File: src/rtl/timer_pkg.sv
// timer_pkg: register map, CTRL/STATUS bit positions and FSM states shared by
// the timer controller and its prescaler.
package timer_pkg;

   localparam int TMR_CTRL = 0;
   localparam int TMR_LOAD = 1;
   localparam int TMR_CMP  = 2;
   localparam int TMR_PSC  = 3;
   localparam int TMR_STAT = 4;
   localparam int TMR_MISS = 5;

   localparam int CTRL_EN       = 0;
   localparam int CTRL_PERIODIC = 1;
   localparam int CTRL_IRQEN    = 2;

   localparam int STAT_PEND    = 0;
   localparam int STAT_RUNNING = 1;

   typedef enum logic [1:0] {
      IDLE = 2'd0,
      ARM  = 2'd1,
      RUN  = 2'd2,
      DONE = 2'd3
   } tmr_state_e;

endpackage

File: src/rtl/timer_prescaler.sv
// timer_prescaler: free-running 0..PSC divider producing a one-cycle tick on
// wrap; a new PSC value is adopted only at a wrap or on clear.
module timer_prescaler
   import timer_pkg::*;
#(
   parameter int PSC_W = 16
) (
   input  logic             clk,
   input  logic             rst,
   input  logic             psc_we,
   input  logic [PSC_W-1:0] psc_wdata,
   input  logic             clear,
   output logic [PSC_W-1:0] psc,
   output logic             tick
);

   logic [PSC_W-1:0] psc_act;
   logic [PSC_W-1:0] pc;
   logic [PSC_W-1:0] psc_next;

   assign psc_next = psc_we ? psc_wdata : psc;
   assign tick     = (pc == psc_act);

   always_ff @(posedge clk or negedge rst) begin
      if (!rst) begin
         psc     <= '0;
         psc_act <= '0;
         pc      <= '0;
      end else begin
         psc <= psc_next;
         if (clear || tick) begin
            pc      <= '0;
            psc_act <= psc_next;
         end else begin
            pc <= pc + 1'b1;
         end
      end
   end

endmodule

File: src/rtl/timer_ctrl.sv
// timer_ctrl: register-programmed one-shot/periodic sequencer for the timer
// counter. The MISS counter is built only when TIMER_CTRL_MISS_CNT_EN is defined.
module timer_ctrl
   import timer_pkg::*;
#(
   parameter int CNT_W  = 32,
   parameter int PSC_W  = 16,
   parameter int ADDR_W = 3
) (
   input  logic              clk,
   input  logic              rst,
   input  logic              wrEn,
   input  logic              rdEn,
   input  logic [ADDR_W-1:0] addr,
   input  logic [31:0]       wrData,
   output logic [31:0]       rdData,
   output logic              rdValid,
   output logic [CNT_W-1:0]  initialLoad,
   output logic [CNT_W-1:0]  coValLoad,
   output logic              init,
   output logic              cntEn,
   input  logic              co,
   output logic              irq,
   output logic              running,
   output tmr_state_e        fsm_state
);

   // Bus: wrEn/rdEn are single-cycle strobes, always accepted; rdValid pulses
   // exactly one cycle after rdEn with rdData sampled from pre-write state.
   tmr_state_e       state, state_next;
   logic             wr_ctrl, wr_load, wr_cmp, wr_psc, wr_stat;
   logic             en_on, en_off, co_run, clr_pend, copy_act, tick;
   logic             ctrl_en, ctrl_per, ctrl_ie, pend;
   logic [CNT_W-1:0] load_sh, cmp_sh, load_next, cmp_next;
   logic [PSC_W-1:0] psc_val;
   logic [31:0]      rd_mux, miss_val;

   assign wr_ctrl  = wrEn && (addr == ADDR_W'(TMR_CTRL));
   assign wr_load  = wrEn && (addr == ADDR_W'(TMR_LOAD));
   assign wr_cmp   = wrEn && (addr == ADDR_W'(TMR_CMP));
   assign wr_psc   = wrEn && (addr == ADDR_W'(TMR_PSC));
   assign wr_stat  = wrEn && (addr == ADDR_W'(TMR_STAT));
   assign en_on    = wr_ctrl && wrData[CTRL_EN];
   assign en_off   = wr_ctrl && !wrData[CTRL_EN];
   assign co_run   = co && (state == RUN);
   assign clr_pend = wr_stat && wrData[STAT_PEND];

   timer_prescaler #(.PSC_W(PSC_W)) u_psc (
      .clk       (clk),
      .rst       (rst),
      .psc_we    (wr_psc),
      .psc_wdata (wrData[PSC_W-1:0]),
      .clear     (state == ARM),
      .psc       (psc_val),
      .tick      (tick)
   );

   always_ff @(posedge clk or negedge rst) begin
      if (!rst) state <= IDLE;
      else      state <= state_next;
   end

   always_comb begin
      state_next = state;
      case (state)
         IDLE, DONE: if (en_on) state_next = ARM;
         ARM:        state_next = en_off ? IDLE : RUN;
         RUN: begin
            if (en_off)                  state_next = IDLE;
            else if (co && !ctrl_per)    state_next = DONE;
         end
         default:    state_next = IDLE;
      endcase
   end

   always_comb begin
      init    = (state == ARM);
      cntEn   = (state == RUN) && tick;
      running = (state == ARM) || (state == RUN);
   end

   assign fsm_state = state;
   assign irq       = pend && ctrl_ie;

   // Active values follow the shadows except mid-period, where they move only at co.
   assign load_next = wr_load ? wrData[CNT_W-1:0] : load_sh;
   assign cmp_next  = wr_cmp  ? wrData[CNT_W-1:0] : cmp_sh;
   assign copy_act  = (state != RUN) || co_run;

   always_ff @(posedge clk or negedge rst) begin
      if (!rst) begin
         ctrl_en     <= 1'b0;
         ctrl_per    <= 1'b0;
         ctrl_ie     <= 1'b0;
         pend        <= 1'b0;
         load_sh     <= '0;
         cmp_sh      <= '0;
         initialLoad <= '0;
         coValLoad   <= '0;
      end else begin
         if (wr_ctrl) begin
            ctrl_en  <= wrData[CTRL_EN];
            ctrl_per <= wrData[CTRL_PERIODIC];
            ctrl_ie  <= wrData[CTRL_IRQEN];
         end
         if (co_run && !ctrl_per) ctrl_en <= 1'b0;
         if (co_run)        pend <= 1'b1;
         else if (clr_pend) pend <= 1'b0;
         load_sh <= load_next;
         cmp_sh  <= cmp_next;
         if (copy_act) begin
            initialLoad <= load_next;
            coValLoad   <= cmp_next;
         end
      end
   end

`ifdef TIMER_CTRL_MISS_CNT_EN
   logic [7:0] miss;

   always_ff @(posedge clk or negedge rst) begin
      if (!rst) begin
         miss <= '0;
      end else if (co_run && pend) begin
         if (miss != 8'hFF) miss <= miss + 8'd1;
      end else if (clr_pend) begin
         miss <= '0;
      end
   end

   assign miss_val = {24'b0, miss};
`else
   assign miss_val = '0;
`endif

   always_comb begin
      rd_mux = '0;
      case (addr)
         ADDR_W'(TMR_CTRL): begin
            rd_mux[CTRL_EN]       = ctrl_en;
            rd_mux[CTRL_PERIODIC] = ctrl_per;
            rd_mux[CTRL_IRQEN]    = ctrl_ie;
         end
         ADDR_W'(TMR_LOAD): rd_mux = 32'(load_sh);
         ADDR_W'(TMR_CMP):  rd_mux = 32'(cmp_sh);
         ADDR_W'(TMR_PSC):  rd_mux = 32'(psc_val);
         ADDR_W'(TMR_STAT): begin
            rd_mux[STAT_PEND]    = pend;
            rd_mux[STAT_RUNNING] = running;
         end
         ADDR_W'(TMR_MISS): rd_mux = miss_val;
         default:           rd_mux = '0;
      endcase
   end

   always_ff @(posedge clk or negedge rst) begin
      if (!rst) begin
         rdData  <= '0;
         rdValid <= 1'b0;
      end else begin
         rdValid <= rdEn;
         if (rdEn) rdData <= rd_mux;
      end
   end

endmodule

File: config.mk
export PLATFORM = sky130hd
export DESIGN_NAME = timer_ctrl
export DESIGN_NICKNAME = d
export VERILOG_FILES = /design/src/rtl/timer_pkg.sv /design/src/rtl/timer_prescaler.sv /design/src/rtl/timer_ctrl.sv
export SDC_FILE = /design/constraint.sdc
export NUM_CORES = 1
export LEC_CHECK = 0
export BUFFER_PORTS_ARGS = -buffer_cell sky130_fd_sc_hd__buf_4
export CAP_MARGIN = 30
export CORE_MARGIN = 2
export CORE_UTILIZATION = 63
export CTS_BUF_LIST = sky130_fd_sc_hd__clkbuf_4 sky130_fd_sc_hd__clkbuf_8
export DETAILED_ROUTE_END_ITERATION = 10
export PLACE_DENSITY = 0.95
export SLEW_MARGIN = 10
export SYNTH_ARGS = -nofsm -noshare
export SYNTH_HDL_FRONTEND = slang
export SYNTH_SLANG_ARGS = --single-unit
File: constraint.sdc
create_clock -name clk -period 5.7 [get_ports clk]
set_input_delay 0.57 -clock clk [delete_from_list [all_inputs] [get_ports clk]]
set_output_delay 0.57 -clock clk [all_outputs]
set_load 0.01 [all_outputs]
======== After elaboration in Yosys (flattened, before gate mapping) ========
Cells that the tools add are included.
operators by class
  eq/ne operators ......................... 11
  reductions and logical operators ........ 24
  add/subtract/negate cells ............... 1
  muxes and demuxes ....................... 16
operators with widths
  cell                                                                    count
  29-bit case mux with 3 select lines                                     1
  32-bit two-way mux                                                      2
  16-bit two-way mux                                                      2
  16-bit by 1-bit adder with 16-bit output (second input constant)        1
  16-bit equality test                                                    1
  1-bit logical AND                                                       13
  2-bit case mux with 5 select lines                                      1
  2-bit two-way mux                                                       4
  3-bit by 2-bit equality test with 1-bit output (second input constant)  2
  2-bit case mux with 3 select lines                                      1
  2-bit equality test (second input constant)                             2
  1-bit two-way mux                                                       4
  2-bit != test (second input constant)                                   2
  1-bit case mux with 4 select lines                                      1
  2-bit nonzero test                                                      2
  3-bit by 1-bit equality test with 1-bit output (second input constant)  1
  3-bit equality test (second input constant)                             1
  3-bit logical NOT                                                       1
  1-bit logical OR                                                        3
  3-bit by 2-bit != test with 1-bit output (second input constant)        1
  2-bit by 1-bit equality test with 1-bit output (second input constant)  1
  1-bit logical NOT                                                       2
  2-bit logical NOT                                                       1
  2-bit AND reduction                                                     1
  2-bit OR reduction                                                      1
storage, ports and cells
  output and inout bits ................... 103
  register bits after elaboration ......... 215

======== Depth between registers and ports, before layout ========
Gate-level depths: netlist of run 1.
  depth in word-level cells ............... 5
  gate-level depth with buffers ........... 8

======== Cells and area by module ========
A second synthesis of run 1 with hierarchy kept.
second synthesis, totals
  cell total of the unflattened synthesis .. 666
  area, all modules ....................... 9236.4 um^2
by module, submodules not included
  module           instances  cells an instance  area each (um^2)  sequential area each (um^2)
  timer_ctrl       1          499                7080.5            4179.0
  timer_prescaler  1          167                2155.8            1201.2

======== Least setup slack after synthesis of run 1 ========
No wires, ideal clock.
  kind .................................... in2reg
  start point ............................. input addr[0]
  end point ............................... register coValLoad[1]
  cell stages on the path ................. 8
  path slack .............................. 3.685 ns
  setup time .............................. 0.125 ns
  arrival ................................. 1.890 ns
  cells stage by stage .................... buf_6 > nor2b_4 > buf_6 > and3_4 > buf_6 > buf_6 > mux2_4 > mux2_2
between the ends
  word-level cells in the longest chain between the ends .. 3
RTL lines
  item                                            RTL line           text
  start, declared                                 timer_ctrl.sv:14   input logic [ADDR_W-1:0] addr,
  3-bit by 2-bit equality test with 1-bit output  timer_ctrl.sv:40   assign wr_cmp = wrEn && (addr == ADDR_W'(TMR_CMP));
  1-bit logical AND                               timer_ctrl.sv:40
  32-bit two-way mux                              timer_ctrl.sv:87   assign cmp_next = wr_cmp ? wrData[CNT_W-1:0] : cmp_sh;
  named net cmp_next[1]                           timer_ctrl.sv:34   logic [CNT_W-1:0] load_sh, cmp_sh, load_next, cmp_next;
  end signal, assigned                            timer_ctrl.sv:113  coValLoad <= cmp_next;
  end, declared                                   timer_ctrl.sv:19   output logic [CNT_W-1:0] coValLoad,
The timed path passes the listed nets, and every way through them passes these cells.
A chain may end at the register's enable or synchronous reset.

======== Worst setup path after layout of run 1 ========
  start point ............................. register u_psc.pc[0]
  end point ............................... output cntEn
between the ends
  word-level cells in the longest chain between the ends .. 2
RTL lines
  item                    RTL line               text
  start, declared         timer_prescaler.sv:18  logic [PSC_W-1:0] pc;
  start signal, assigned  timer_prescaler.sv:35  pc <= pc + 1'b1;
  16-bit equality test    timer_prescaler.sv:22  assign tick = (pc == psc_act);
  1-bit logical AND       timer_ctrl.sv:78       cntEn = (state == RUN) && tick;
  end, declared           timer_ctrl.sv:21       output logic cntEn,
No other way between the ends.

==> results.py, run 1 <==
metrics = {
    "outcome": {
        "status": "finished clean",
    },
    "critical_path": {
        "required_ps": 5130,
        "path_cells": "xnor2_1 -> nand4_1 -> nor4b_1 -> buf_4",
        "criticalPathCategory": "reg -> out",
        "crit_path_max_incr_delay_ps": 700,
        "critPathTopFamily": "simple AND/OR/NAND/NOR gates",
        "cp-start-kind": "flop",
        "crit_slowest_cell": "nor4b_1",
        "cp_num_buf_inv": 1,
        "critPathArrivalTime_ps": 2510,
        "worstSetupEndpointType": "output port",
        "crit_fanout": 4,
    },
    "grt": {
        "grt_max_degree": 85,
        "grt_first_pass_wirelength_um": 38300,
        "gr-total-overflow": 0,
        "antenna_found_initial": 0,
        "grt_usage": 0.315,
        "first_global_vias": 6875,
    },
    "finish": {
        "drive_gt1_frac": 0.481,
        "fin_nets": 845,
        "fin_util": 0.776,
        "final_cell_area_mm2": 0.0111,
        "area_delta_synth_final_pct": 21.7,
    },
    "flow_run": {
        "drv_cap": 0,
    },
    "timing": {
        "setup_ws_ps": 2620,
        "fin_skew_ps": 15.5,
        "period_share": 0.540,
        "hold_violations": 0,
        "rsz0062_at_grt": "false",
        "maxSlewViolCount": 0,
        "relSlewSlack": 0.391,
        "worst_pin_slew_ps": 901,
        "post-route-min-period_ps": 3080,
        "fmax_mhz": 325,
        "setup-violations-final": 0,
        "setup_tns_ps": 0,
    },
    "yosys": {
        "synth_common_cells": "215 x dfrtp_1, 134 x mux2_2, 40 x inv_1, 39 x mux2_4, 32 x o22ai_1",
        "synth_top_area_frac": 0.587,
        "yosysTopAreaCell": "dfrtp_1",
        "synth-xor-area-share": 0.0257,
        "synth_top_family_by_area": "multiplexers",
        "synth_area_leaders": "dfrtp_1 59%, mux2_2 16%, mux2_4 6.4%, a22oi_1 2.5%, o22ai_1 2.2%",
        "synthSimpleGateAreaFrac": 0.0432,
        "synth-compound-area-share": 0.0605,
        "syn_avg_cell_area_um2": 14.0,
        "synth_area_mm2": 0.00916,
        "synth-async-reset-ratio": 1.00,
        "synth.net_count": 695,
        "synth_edf_count": 0,
        "synthMuxAreaShare": 0.237,
        "netlist_instances": 652,
        "yosysWarnings": 0,
        "yosys_most_used_dff": "dfrtp_1",
        "yosysMostFrequentCell": "dfrtp_1",
        "synth-seq-cells": 215,
        "yosysSeqAreaShare": 0.587,
        "synth-adder-area-share": 0.00410,
        "synth_cell_types": 40,
    },
    "place": {
        "hpwl_um": 14000,
        "pre_cts_ws_ps": 2810,
        "port-buffer-count": 142,
        "place_area_mm2": 0.0103,
        "gp_congestion": 0.883,
    },
    "die": {
        "start_util": 0.637,
        "die-area_mm2": 0.0155,
        "core_area_mm2": 0.0144,
        "ioPinCount": 143,
        "die_x_um": 125,
        "rows": 44,
        "die_h_um": 125,
    },
    "detailed_routing": {
        "viasPerCell": 6.37,
        "drt-initial-drc-count": 881,
        "wl_um": 25000,
        "drt-pass1-iter-count": 6,
        "num_vias": 6449,
        "antenna_left": 0,
        "route.detailed.wl_per_inst_um": 24.6,
        "drcViolationCount": 0,
    },
    "pwr": {
        "p_int_mw": 3.69,
        "power_density_mw_per_mm2": 487,
        "worst_ir_drop_vdd_uv": 276,
        "clkPwrFrac": 0.280,
        "power.switching_mw": 1.75,
        "power.share.combinational": 0.300,
        "swShare": 0.322,
        "leakage_nw": 5.17,
        "p_seq_frac": 0.420,
    },
    "clocking": {
        "cts-hold-fix-buffers": 0,
        "cts_max_path_buffers": 3,
        "h-tree-depth": 2,
        "cts_resized": 0,
        "cts_tree": "done",
        "postCtsSetupBuffers": 0,
        "clkLatencyLatePin_ps": 530,
        "cts.sinks": 215,
        "numCtsBuffers": 35,
        "clock-root-buffer": "clkbuf_8",
        "cts.clk_slew.worst_paths_ps": 80,
    },
    "hold_path": {
        "hold_class": "in -> async",
    },
}
==> metal layers <==
| metal | vias up | GRT usage | share of wire |
|---|---|---|---|
| li1 | 2616 | - | - |
| met1 | 3253 | 0.399 | 0.38 |
| met2 | 454 | 0.518 | 0.50 |
| met3 | 126 | 0.0588 | 0.072 |
| met4 | 0 | 0.171 | 0.049 |
| met5 | - | 0 | 0 |
==> worst paths after layout <==
path                            cells after the start  slack (ps)           from                 to
min in group clk                                    3         280      wrData[2]            ctrl_ie
worst min-delay path                                1          60            rst            ctrl_en
worst max-delay path                                4        2620    u_psc.pc[0]              cntEn
max in group asynchronous                           2        4410            rst    initialLoad[25]
worst min register to register                      1         510  coValLoad[23]      coValLoad[23]
worst max register to register                      5        3110    u_psc.pc[0]  u_psc.psc_act[15]
==> worst reg2reg max path: stages, from the launching register on <==
cell and delay, ps:
dfrtp_1 440, xnor2_1 290, nand4_1 290, o41ai_4 610
buf_4 420, mux2_2 410
==> sequential cells by signal, summed over array words and instances (netlist names), 2 cells and up <==
signal and count:
fsm_state 2, u_psc.pc 16, load_sh 32, rdData 32, coValLoad 32, u_psc.psc 16
cmp_sh 32, u_psc.psc_act 16, initialLoad 32
==> per-stage QoR <==
step / hold WS [ps] / power (mW) / std cells
6_report: 63.4 / 5.43 / 1013
5_1_grt: 123 / 5.63 / 1012
4_1_cts: 80.5 / 5.39 / 1010
3_5_place_dp: 497 / 3.80 / 947
3_3_place_gp: 487 / 3.69 / 946
2_1_floorplan: 274 / 3.13 / 652
==> layout make-up <==
cell class / instances / area [um^2]
multi-input cells: 360 / 3400
fillers: 707 / 3220
inverters: 40 / 150
flip-flops and latches: 215 / 5380
clock inverters: 7 / 91.3
diodes: 1 / 2.50
repair buffers: 150 / 1190
well taps: 184 / 230
clock buffers: 56 / 702
==> cell usage in the layout (no fill, tap or decap), types with 2 or more instances in the layout <==
cell,Yosys,layout
nor2b_4,2,2
bufinv_16,0,2
a22oi_1,30,30
mux2i_1,3,3
o22ai_1,32,32
and4_1,2,2
mux2_2,134,134
buf_4,1,146
nor2_1,19,19
clkbuf_8,0,46
nor4b_1,2,2
clkbuf_4,0,11
clkinv_2,0,3
ha_1,3,3
o21ai_0,6,6
a21oi_1,7,7
nand4_1,10,10
xor2_1,9,9
dfrtp_1,215,215
a31oi_1,2,2
buf_16,0,3
nand2_1,18,17
nand3_1,6,6
xnor2_1,16,16
and2_1,3,3
inv_1,40,40
mux2_4,39,39
mux4_2,2,2
or3_1,2,2
==> cell families after synthesis <==
family	after synthesis
flip-flops	215
multiplexers	178
AO/OA/AOI/OAI	81
buffers and inverters	77
AND/OR/NAND/NOR	72
XOR/XNOR	26
adder cells (fa/ha/maj)	3
==> power by group through the flow <==
| stage | sequential [mW] | combinational (mW) | clock, mW |
|---|---|---|---|
| finish | 2.28 | 1.63 | 1.52 |
| CTS | 2.26 | 1.60 | 1.52 |
| detailed placement | 2.26 | 1.54 | 0 |
| global route | 2.31 | 1.72 | 1.60 |
| global placement | 2.23 | 1.46 | 0 |
| floorplan | 2.29 | 0.842 | 0 |
No activity file was read; power rests on OpenSTA's default activity.
==> inputs of run 2 (changes only) <==
CORE_UTILIZATION = 53   (was 63)
PLACE_DENSITY = 0.9   (was 0.95)
clock period = 2.8 ns   (was 5.7 ns; I/O delays follow)
==> run 2 against run 1 <==
Compared with the run above:
- non-clock buffer count is 29 higher
- global-route usage decreased by 7.3 points
- hold slack worse by 38 ps
- clock power increased by 88%
- power up 97%
- sequential cell count did not move
- critical endpoint unchanged
- largest power group unchanged
==> results.py, run 2 (synthesis results as in run 1) <==
metrics = {
    "clocking": {
        "cts.clk_slew.worst_paths_ps": 60,
        "numCtsBuffers": 36,
        "cts.sinks": 215,
        "h-tree-depth": 2,
        "clock-root-buffer": "clkbuf_8",
        "cts_tree": "done",
        "cts_max_path_buffers": 3,
        "clkLatencyLatePin_ps": 530,
    },
    "critical_path": {
        "r2r_start": "u_psc.pc[0]",
        "path_cells": "xnor2_1 -> nand4_1 -> nor2_1 -> nor4b_2 -> buf_4",
        "crit_fanout": 4,
        "crit_path_max_incr_delay_ps": 430,
        "worstSetupEndpointType": "output port",
        "crit_slowest_cell": "dfrtp_1",
        "r2r-end": "u_psc.psc_act[4]",
        "criticalPathCategory": "reg -> out",
        "critPathArrivalTime_ps": 2220,
        "cp-start-kind": "flop",
        "reg2reg_setup_slack_ps": 610,
        "required_ps": 2520,
        "r2r.worst_path.cells": 5,
    },
    "finish": {
        "final_common_cell": "dfrtp_1",
        "antennaDiodeCount": 0,
        "area_delta_synth_final_pct": 24.4,
        "drive_gt1_frac": 0.473,
        "final_cell_area_mm2": 0.0114,
        "fin_nets": 875,
        "fin_util": 0.665,
        "fillCellCount": 1105,
        "final_cell_mix": "215 x dfrtp_1, 154 x buf_4, 134 x mux2_2",
    },
    "die": {
        "die_x_um": 135,
        "die_h_um": 135,
        "start_util": 0.535,
        "die-area_mm2": 0.0183,
        "core_area_mm2": 0.0171,
        "ioPinCount": 143,
        "rows": 48,
    },
    "timing": {
        "worst_pin_slew_ps": 930,
        "fmax_mhz": 400,
        "relSlewSlack": 0.372,
        "setup_tns_ps": 0,
        "hold_violations": 0,
        "fin_skew_ps": 34.0,
        "period_share": 0.893,
        "rsz0062_at_grt": "false",
        "maxSlewViolCount": 0,
        "setup-violations-final": 0,
        "post-route-min-period_ps": 2500,
    },
    "place": {
        "port-buffer-count": 142,
        "hpwl_um": 14200,
        "place_area_mm2": 0.0104,
        "gp_congestion": 0.852,
    },
    "grt": {
        "first_global_vias": 6466,
        "antenna_found_initial": 0,
        "grt_max_degree": 74,
        "gr-total-overflow": 0,
        "grt_first_pass_wirelength_um": 34600,
        "grt_usage": 0.242,
    },
    "detailed_routing": {
        "drt-initial-drc-count": 453,
        "antenna_left": 0,
        "drt-pass1-iter-count": 5,
        "viasPerCell": 5.74,
        "route.detailed.wl_per_inst_um": 21.1,
        "num_vias": 6201,
        "wl_um": 22800,
        "drcViolationCount": 0,
    },
    "hold_path": {
        "holdCritStartpoint": "wrData[25]",
        "hold_path_depth": 2,
        "hold_path_end": "cmp_sh[25]",
        "hold_class": "in -> reg",
    },
    "pwr": {
        "leakage_nw": 5.26,
        "worst_ir_drop_vdd_uv": 605,
        "power_density_mw_per_mm2": 941,
    },
    "outcome": {
        "status": "finished clean",
    },
    "flow_run": {
        "drv_cap": 0,
    },
}
## run 2: cell types whose count changed in the layout (fill, tap and decap cells not counted), moves of 2 or more
cell	previous run	this run
dlygate4sd3_1	0	22
buf_4	146	154
bufinv_16	2	0
buf_12	0	2
clkbuf_8	46	48
clkbuf_4	11	8
buf_16	3	0
## run 2: worst max path at each step
stage,from,end,slack (ps),cells after the start
6_report,u_psc.pc[4],cntEn,300,5
2_1_floorplan,u_psc.pc[6],u_psc.psc_act[10],920,6
3_5_place_dp,addr[1],coValLoad[29],510,6
5_1_grt,u_psc.pc[4],cntEn,220,5
4_1_cts,u_psc.pc[4],cntEn,80,5
3_3_place_gp,addr[1],coValLoad[25],580,6
## run 2: power by group
part	total (mW)	internal, mW	switching [mW]
combinational	3.30	1.78	1.52
sequential	4.57	3.98	0.588
clock	2.85	1.61	1.24
## run 2: cell type report
| cell class | instances | area (um^2) | area share |
|---|---|---|---|
| clock buffers | 55 | 707 | 0.0621 |
| inverters | 40 | 150 | 0.0132 |
| clock inverters | 6 | 38.8 | 0.00341 |
| multi-input cells | 360 | 3400 | 0.299 |
| well taps | 225 | 282 | 0.0247 |
| repair buffers | 179 | 1430 | 0.126 |
| flip-flops and latches | 215 | 5380 | 0.472 |
## run 2: metal layers
| metal | share of wire | track usage | wire (um) | up-vias |
|---|---|---|---|---|
| met1 | 0.40 | 0.310 | 9210 | 3214 |
| met2 | 0.51 | 0.405 | 11500 | 251 |
| met5 | 0 | 0 | 0 | - |
| li1 | - | - | - | 2677 |
| met4 | 0.028 | 0.0972 | 647 | 0 |
| met3 | 0.062 | 0.0516 | 1420 | 59 |
## run 2: per-stage QoR
| step | power [mW] | hold slack [ps] | std cells | setup WS (ps) |
|---|---|---|---|---|
| after floorplan | 6.37 | -15.6 | 652 | 920 |
| after global placement | 7.59 | 316 | 997 | 585 |
| after detailed placement | 7.77 | 324 | 997 | 513 |
| after CTS | 10.7 | 0.273 | 1080 | 75.9 |
| after global routing | 11.2 | 2.55 | 1080 | 216 |
| final | 10.7 | 24.9 | 1080 | 300 |
## run 2: worst max-delay path: cells and delay by family (launching register included)
kind / cells / cell delay (ps)
XOR/XNOR: 1 / 250
buffers and inverters: 1 / 210
flip-flops: 1 / 430
AND/OR/NAND/NOR: 3 / 820
## run 2: repair_timing
item | in CTS | in global routing
hold buffers | 22 | 0
endpoints found under the hold margin | 94 | 0
setup buffers | 0 | 0
endpoints found under the setup margin | 0 | 1
resized for setup | 0 | 1
